File: config.mk
export PLATFORM = sky130hd
export DESIGN_NAME = ysyx_23060187_ifu
export DESIGN_NICKNAME = d
export VERILOG_FILES = /design/src/rtl/ysyx_23060187_pkg.sv /design/src/rtl/ysyx_23060187_ifu.sv
export SDC_FILE = /design/constraint.sdc
export NUM_CORES = 1
export LEC_CHECK = 0
export ABC_AREA = 1
export BUFFER_PORTS_ARGS = -buffer_cell sky130_fd_sc_hd__buf_2
export CAP_MARGIN = 20
export CORE_ASPECT_RATIO = 2
export CORE_UTILIZATION = 27
export DETAILED_ROUTE_END_ITERATION = 6
export GPL_TIMING_DRIVEN = 0
export PLACE_DENSITY_LB_ADDON = 0.25
export SKIP_LAST_GASP = 1
export SLEW_MARGIN = 10
export SYNTH_ARGS = -nofsm -noshare
export SYNTH_HDL_FRONTEND = slang
export SYNTH_SLANG_ARGS = --single-unit
export TNS_END_PERCENT = 10
File: constraint.sdc
create_clock -name clk -period 1.5 [get_ports clk]
set_input_delay 0.075 -clock clk [delete_from_list [all_inputs] [get_ports clk]]
set_output_delay 0.075 -clock clk [all_outputs]
set_load 0.02 [all_outputs]
File: src/rtl/ysyx_23060187_pkg.sv
// Shared encodings for the instruction fetch unit: FSM states, fault codes
// and the bus response code that means success.
package ysyx_23060187_pkg;

    typedef enum logic [1:0] {
        ST_REQ     = 2'd0,
        ST_RESP    = 2'd1,
        ST_DELIVER = 2'd2,
        ST_WAIT_PC = 2'd3
    } ifu_state_e;

    typedef enum logic [1:0] {
        FAULT_NONE      = 2'd0,
        FAULT_MISALIGN  = 2'd1,
        FAULT_BUS       = 2'd2,
        FAULT_TIMEOUT   = 2'd3
    } ifu_fault_e;

    localparam logic [1:0] RESP_OKAY = 2'b00;

endpackage

File: src/rtl/ysyx_23060187_ifu.sv
// Instruction fetch unit: one outstanding read, response timeout with stale
// beat draining, and a registered instruction slot towards decode.
module ysyx_23060187_ifu
    import ysyx_23060187_pkg::*;
#(
    parameter logic [31:0] RESET_PC       = 32'h8000_0000,
    parameter int unsigned TIMEOUT_CYCLES = 255
) (
    input  logic        clk,
    input  logic        rst,
    output logic [31:0] araddr,
    output logic        arvalid,
    input  logic        arready,
    input  logic [31:0] rdata,
    input  logic [1:0]  rresp,
    input  logic        rvalid,
    output logic        rready,
    output logic [31:0] inst,
    output logic [31:0] inst_pc,
    output logic [1:0]  inst_fault,
    output logic        inst_valid,
    input  logic        inst_ready,
    input  logic [31:0] npc,
    input  logic        npc_valid,
    output logic [1:0]  dbg_state
);

    // Valid/ready: a transfer happens on a rising edge where both are high;
    // the source keeps valid and payload stable until that edge.

    localparam logic [7:0] TIMEOUT_LAST = 8'(TIMEOUT_CYCLES - 1);

    ifu_state_e  state_q, state_d;
    logic [31:0] pc_q, pc_d;
    logic [7:0]  cnt_q, cnt_d;
    logic [31:0] inst_q, inst_d;
    logic [31:0] inst_pc_q, inst_pc_d;
    logic [1:0]  fault_q, fault_d;
    logic        pend_valid_q, pend_valid_d;
    logic [31:0] pend_pc_q, pend_pc_d;
    logic        stale_q, stale_d;

    logic misaligned;
    logic ar_fire;
    logic timeout;
    logic deliver_fire;

    assign misaligned   = (state_q == ST_REQ) && (pc_q[1:0] != 2'b00);
    assign ar_fire      = arvalid && arready;
    assign timeout      = (state_q == ST_RESP) && !rvalid && (cnt_q == TIMEOUT_LAST);
    assign deliver_fire = (state_q == ST_DELIVER) && inst_ready;

    always_ff @(posedge clk) begin
        if (rst) begin
            state_q <= ST_REQ;
        end else begin
            state_q <= state_d;
        end
    end

    always_comb begin
        state_d = state_q;
        unique case (state_q)
            ST_REQ: begin
                if (misaligned) begin
                    state_d = ST_DELIVER;
                end else if (ar_fire) begin
                    state_d = ST_RESP;
                end
            end
            ST_RESP: begin
                if (rvalid || timeout) begin
                    state_d = ST_DELIVER;
                end
            end
            ST_DELIVER: begin
                if (inst_ready) begin
                    state_d = (pend_valid_q || npc_valid) ? ST_REQ : ST_WAIT_PC;
                end
            end
            ST_WAIT_PC: begin
                if (npc_valid) begin
                    state_d = ST_REQ;
                end
            end
            default: state_d = ST_REQ;
        endcase
    end

    // No new request while a timed-out beat may still arrive, so at most one
    // read is ever in flight on the bus.
    always_comb begin
        arvalid    = 1'b0;
        rready     = 1'b0;
        inst_valid = 1'b0;
        if (!rst) begin
            arvalid    = (state_q == ST_REQ) && (pc_q[1:0] == 2'b00) && !stale_q;
            rready     = (state_q == ST_RESP) || stale_q;
            inst_valid = (state_q == ST_DELIVER);
        end
    end

    always_comb begin
        pc_d         = pc_q;
        cnt_d        = cnt_q;
        inst_d       = inst_q;
        inst_pc_d    = inst_pc_q;
        fault_d      = fault_q;
        pend_valid_d = pend_valid_q;
        pend_pc_d    = pend_pc_q;
        stale_d      = stale_q;

        if (misaligned) begin
            inst_d    = 32'h0;
            inst_pc_d = pc_q;
            fault_d   = FAULT_MISALIGN;
        end

        if (ar_fire) begin
            inst_pc_d = pc_q;
            cnt_d     = 8'd0;
        end else if (state_q == ST_RESP) begin
            cnt_d = cnt_q + 8'd1;
        end

        if (state_q == ST_RESP) begin
            if (rvalid) begin
                if (rresp == RESP_OKAY) begin
                    inst_d  = rdata;
                    fault_d = FAULT_NONE;
                end else begin
                    inst_d  = 32'h0;
                    fault_d = FAULT_BUS;
                end
            end else if (timeout) begin
                inst_d  = 32'h0;
                fault_d = FAULT_TIMEOUT;
                stale_d = 1'b1;
            end
        end else if (stale_q && rvalid) begin
            stale_d = 1'b0;
        end

        // A pulse arriving together with the handshake is newer than any pending one.
        if (deliver_fire) begin
            pend_valid_d = 1'b0;
            if (npc_valid) begin
                pc_d = npc;
            end else if (pend_valid_q) begin
                pc_d = pend_pc_q;
            end
        end else if (state_q == ST_WAIT_PC) begin
            if (npc_valid) begin
                pc_d = npc;
            end
        end else if (npc_valid) begin
            pend_valid_d = 1'b1;
            pend_pc_d    = npc;
        end
    end

    always_ff @(posedge clk) begin
        if (rst) begin
            pc_q         <= RESET_PC;
            cnt_q        <= 8'd0;
            inst_q       <= 32'h0;
            inst_pc_q    <= 32'h0;
            fault_q      <= FAULT_NONE;
            pend_valid_q <= 1'b0;
            pend_pc_q    <= 32'h0;
            stale_q      <= 1'b0;
        end else begin
            pc_q         <= pc_d;
            cnt_q        <= cnt_d;
            inst_q       <= inst_d;
            inst_pc_q    <= inst_pc_d;
            fault_q      <= fault_d;
            pend_valid_q <= pend_valid_d;
            pend_pc_q    <= pend_pc_d;
            stale_q      <= stale_d;
        end
    end

    assign araddr     = pc_q;
    assign inst       = inst_q;
    assign inst_pc    = inst_pc_q;
    assign inst_fault = fault_q;
    assign dbg_state  = state_q;

endmodule

==> impl_results.rst <==
.. list-table::
   :header-rows: 1

   * - Metric
     - Value
   * - Aggregate routed wire length
     - 20600 µm
   * - Routability Congestion
     - 0.819
   * - Max Buffers Root-to-Sink
     - 2
   * - TritonCTS clock tree
     - built
   * - Horizontal extent of the die
     - 107 µm
   * - Inserted Clock Buffers
     - 17
   * - Number of unique standard cell types used by synthesis
     - 25
   * - Count of warnings emitted by yosys
     - 0
   * - Total number of vias
     - 6263
   * - Worst path arrival time
     - 1840 ps
   * - Clock Sink Count
     - 142
   * - Initial standard-cell utilization of the core
     - 0.277
   * - 1st-pass router iterations
     - 4
   * - Mean cell area of the mapped netlist
     - 6.98 µm²
   * - Leakage power of the design
     - 4.30 nW
   * - Portion of the post-synthesis area used by sequential elements
     - 0.476
   * - Antenna violations before repair
     - 0
   * - Kind of critical path
     - flip-flop to flip-flop
   * - Setup crit start kind
     - flip-flop
   * - Final setup viols
     - 0
   * - Tot Pwr
     - 0.0140 W
   * - Share of cells above drive strength 1
     - 0.285
   * - Number of standard cells after synthesis
     - 857
   * - Synth Register Bits
     - 142
   * - Number of top-level pins
     - 175
   * - Cell chosen for the clock root
     - sky130_fd_sc_hd__clkbuf_16
   * - FILL cells
     - 2227
   * - Achievable clock frequency
     - 670 MHz
   * - Worst slew slack as a fraction of its limit
     - 0.538
   * - Final clock skew
     - 7.33 ps
   * - Clock-pin slew on the worst setup and hold paths
     - 60 ps
   * - HPWL after detailed placement
     - 14900 µm
   * - Synthesized Nets
     - 931
   * - Chip height
     - 212 µm
   * - Row Count
     - 76
   * - Endpoint required time on the critical path
     - 1850 ps
   * - Min cycle time layout
     - 1490 ps
   * - Hold WC Path Type
     - primary input to flip-flop
   * - Unrepaired setup endpoints after global routing
     - true
   * - Placeable core region
     - 21600 µm²
   * - Hold Vio Cnt, Final
     - 0
   * - Global-route usage over all layers
     - 0.180
   * - Global route overflow
     - 0
   * - Crit path capture type
     - flip-flop
   * - Final nets
     - 1210
   * - Post-route DRC
     - 0
   * - Vias in the first global route
     - 5894
   * - Pin slew with the least headroom to its limit
     - 693 ps
   * - Biggest fanout along the worst timing path
     - 5
   * - Floorplan die area
     - 22800 µm²
   * - Violation count after the first detailed-routing iteration
     - 234
   * - Status
     - finished, final reports clean
   * - Maximum vdd ir drop
     - 0.710 mV
   * - First-pass GRT wire length
     - 30900 µm
   * - Crit share post-route
     - 0.994
   * - Clock Latency Late Sink
     - 420 ps
   * - FF+latch area
     - 2860 µm²
   * - Pwr Density
     - 1530 nW/µm²
   * - Pins over their slew limit
     - 0
   * - Post-Synthesis Cell Area
     - 5980 µm²
   * - Largest net degree at the start of global routing
     - 17
   * - Count of antenna diodes in the layout
     - 0
   * - I/O Buffers
     - 173
   * - Area of combinational cells with multiple inputs
     - 2670 µm²
   * - Residual antenna-violating net count after detailed routing
     - 0
   * - Fraction of the core area covered by cells at the end of the flow
     - 0.424
   * - Level count of the clock H-tree
     - 4
   * - Number of vias per cell
     - 4.40
   * - Per-cell routed wire length
     - 14.5 µm
   * - Worst hold margin
     - 38.9 ps
   * - Max-capacitance violation count
     - 0
   * - Layout overhead on the synthesized area
     - 53.2%
[where the power goes]
part	switching, W	internal, W	leakage [nW]
Combinational	0.00278	0.00186	2.83
Sequential	0.000365	0.00438	1.16
Clock	0.00172	0.00288	0.314
Total	0.00487	0.00912	4.30
[area by class of cell]
type	count	share of cell area
Inverter	117	0.0493
Timing Repair Buffer	261	0.194
Sequential cell	142	0.312
Clock inverter	13	0.0203
Tap cell	273	0.0373
Buffer	55	0.0470
Multi-Input combinational cell	542	0.291
Clock buffer	19	0.0494
[cell usage after synthesis]
master	number	area, µm²
sky130_fd_sc_hd__nand3b_1	1	7.51
sky130_fd_sc_hd__buf_4	1	7.51
sky130_fd_sc_hd__o21ai_0	35	175
sky130_fd_sc_hd__nor2_2	3	18.8
sky130_fd_sc_hd__clkbuf_1	28	105
sky130_fd_sc_hd__buf_1	8	30.0
sky130_fd_sc_hd__a21oi_1	135	676
sky130_fd_sc_hd__nand2_2	1	6.26
sky130_fd_sc_hd__o211ai_1	1	7.51
sky130_fd_sc_hd__nor3_1	1	5.00
sky130_fd_sc_hd__inv_2	3	11.3
sky130_fd_sc_hd__inv_1	114	428
sky130_fd_sc_hd__ha_1	2	25.0
sky130_fd_sc_hd__nand4_1	2	12.5
sky130_fd_sc_hd__a21oi_2	1	8.76
sky130_fd_sc_hd__dfxtp_1	142	2840
sky130_fd_sc_hd__xor2_1	1	8.76
sky130_fd_sc_hd__or2_2	4	25.0
sky130_fd_sc_hd__nor2_1	51	191
sky130_fd_sc_hd__buf_2	17	85.1
sky130_fd_sc_hd__nor3b_1	1	7.51
sky130_fd_sc_hd__nand2_1	199	747
sky130_fd_sc_hd__buf_6	2	22.5
sky130_fd_sc_hd__nand3_1	103	515
sky130_fd_sc_hd__xnor2_1	1	8.76
[what timing repair did]
action / 4_1_cts / 5_1_grt
cloned: 0 / 6
endpoints found under the setup margin: 137 / 138
hold buffers: 65 / 0
gates resized for setup: 58 / 78
endpoints found under the hold margin: 84 / 0
buffers inserted: 4 / 13
pin swaps: 3 / 19
[critical path, stage by stage (launching register included)]
cell and delay [ps]:
sky130_fd_sc_hd__dfxtp_4 380, sky130_fd_sc_hd__inv_6 80, sky130_fd_sc_hd__nand2_4 60, sky130_fd_sc_hd__inv_4 80, sky130_fd_sc_hd__nand2_4 70, sky130_fd_sc_hd__a21oi_4 210
sky130_fd_sc_hd__buf_6 190, sky130_fd_sc_hd__buf_8 140, sky130_fd_sc_hd__nand3_2 70, sky130_fd_sc_hd__a21oi_2 130
[flip-flops by register name, summed over array words and instances, names as in the netlist]
| register | count |
|---|---|
| araddr | 32 |
| inst | 32 |
| inst_pc | 32 |
| pend_pc_q | 32 |
| cnt_q | 8 |
| dbg_state | 2 |
| inst_fault | 2 |
| pend_valid_q | 1 |
| stale_q | 1 |
[through the flow]
stage	setup WS [ps]	setup TNS [ps]	cells	area [µm²]
5_1_grt	-67.5	-3350	1422	9160
3_3_place_gp	-333	-29640	1303	7220
3_5_place_dp	-367	-29530	1303	7220
2_1_floorplan	-21.5	-644	857	6010
6_report	8.50	0	1422	9160
4_1_cts	-59.4	-3760	1404	8710
[layer usage]
metal | wire length [µm] | global-route usage | up-vias | part of all wire
li1 | - | - | 3281 | -
met1 | 7210 | 0.171 | 2811 | 0.35
met2 | 12200 | 0.363 | 142 | 0.59
met3 | 708 | 0.0365 | 29 | 0.034
met4 | 549 | 0.0737 | 0 | 0.027
met5 | 0 | 0 | - | 0
[path summary, 6_finish.rpt]
check / slack (ps) / to / cells past startpoint / from
max reg2reg: 9 / araddr[16] / 9 / dbg_state[0]
min reg2reg: 450 / pend_pc_q[9] / 2 / pend_pc_q[9]
max: 9 / araddr[16] / 9 / dbg_state[0]
min: 40 / pend_valid_q / 4 / inst_ready
[logic make-up after synthesis]
kind of cell / Yosys count / share of synthesized area
AND/OR/NAND/NOR: 366 / 0.257
buffers and inverters: 173 / 0.115
adder cells (fa/ha/maj): 2 / 0.00419
XOR/XNOR: 2 / 0.00293
AO/OA/AOI/OAI: 172 / 0.145
flip-flops: 142 / 0.476
[placed cells by master (no fill, tap or decap), types with 2 or more instances in the layout]
cell / count
sky130_fd_sc_hd__clkinv_2: 3
sky130_fd_sc_hd__buf_4: 19
sky130_fd_sc_hd__buf_12: 3
sky130_fd_sc_hd__bufinv_16: 4
sky130_fd_sc_hd__buf_8: 7
sky130_fd_sc_hd__nand3_1: 97
sky130_fd_sc_hd__buf_6: 11
sky130_fd_sc_hd__a21oi_2: 15
sky130_fd_sc_hd__dfxtp_2: 2
sky130_fd_sc_hd__nand4_1: 2
sky130_fd_sc_hd__dlygate4sd3_1: 65
sky130_fd_sc_hd__nand2_4: 6
sky130_fd_sc_hd__inv_6: 3
sky130_fd_sc_hd__buf_2: 178
sky130_fd_sc_hd__inv_1: 110
sky130_fd_sc_hd__dfxtp_4: 3
sky130_fd_sc_hd__dfxtp_1: 137
sky130_fd_sc_hd__clkbuf_16: 21
sky130_fd_sc_hd__inv_2: 4
sky130_fd_sc_hd__clkinv_4: 4
sky130_fd_sc_hd__clkbuf_1: 14
sky130_fd_sc_hd__nor2_1: 49
sky130_fd_sc_hd__a21oi_4: 3
sky130_fd_sc_hd__clkbuf_8: 2
sky130_fd_sc_hd__clkbuf_4: 3
sky130_fd_sc_hd__nand2_1: 186
sky130_fd_sc_hd__or2_2: 4
sky130_fd_sc_hd__ha_1: 2
sky130_fd_sc_hd__nand3_2: 4
sky130_fd_sc_hd__o21ai_0: 35
sky130_fd_sc_hd__clkbuf_2: 11
sky130_fd_sc_hd__nand3_4: 2
sky130_fd_sc_hd__a21oi_1: 118
sky130_fd_sc_hd__nand2_2: 8
sky130_fd_sc_hd__nor2_4: 4
Power figures use the tool's default switching activity.
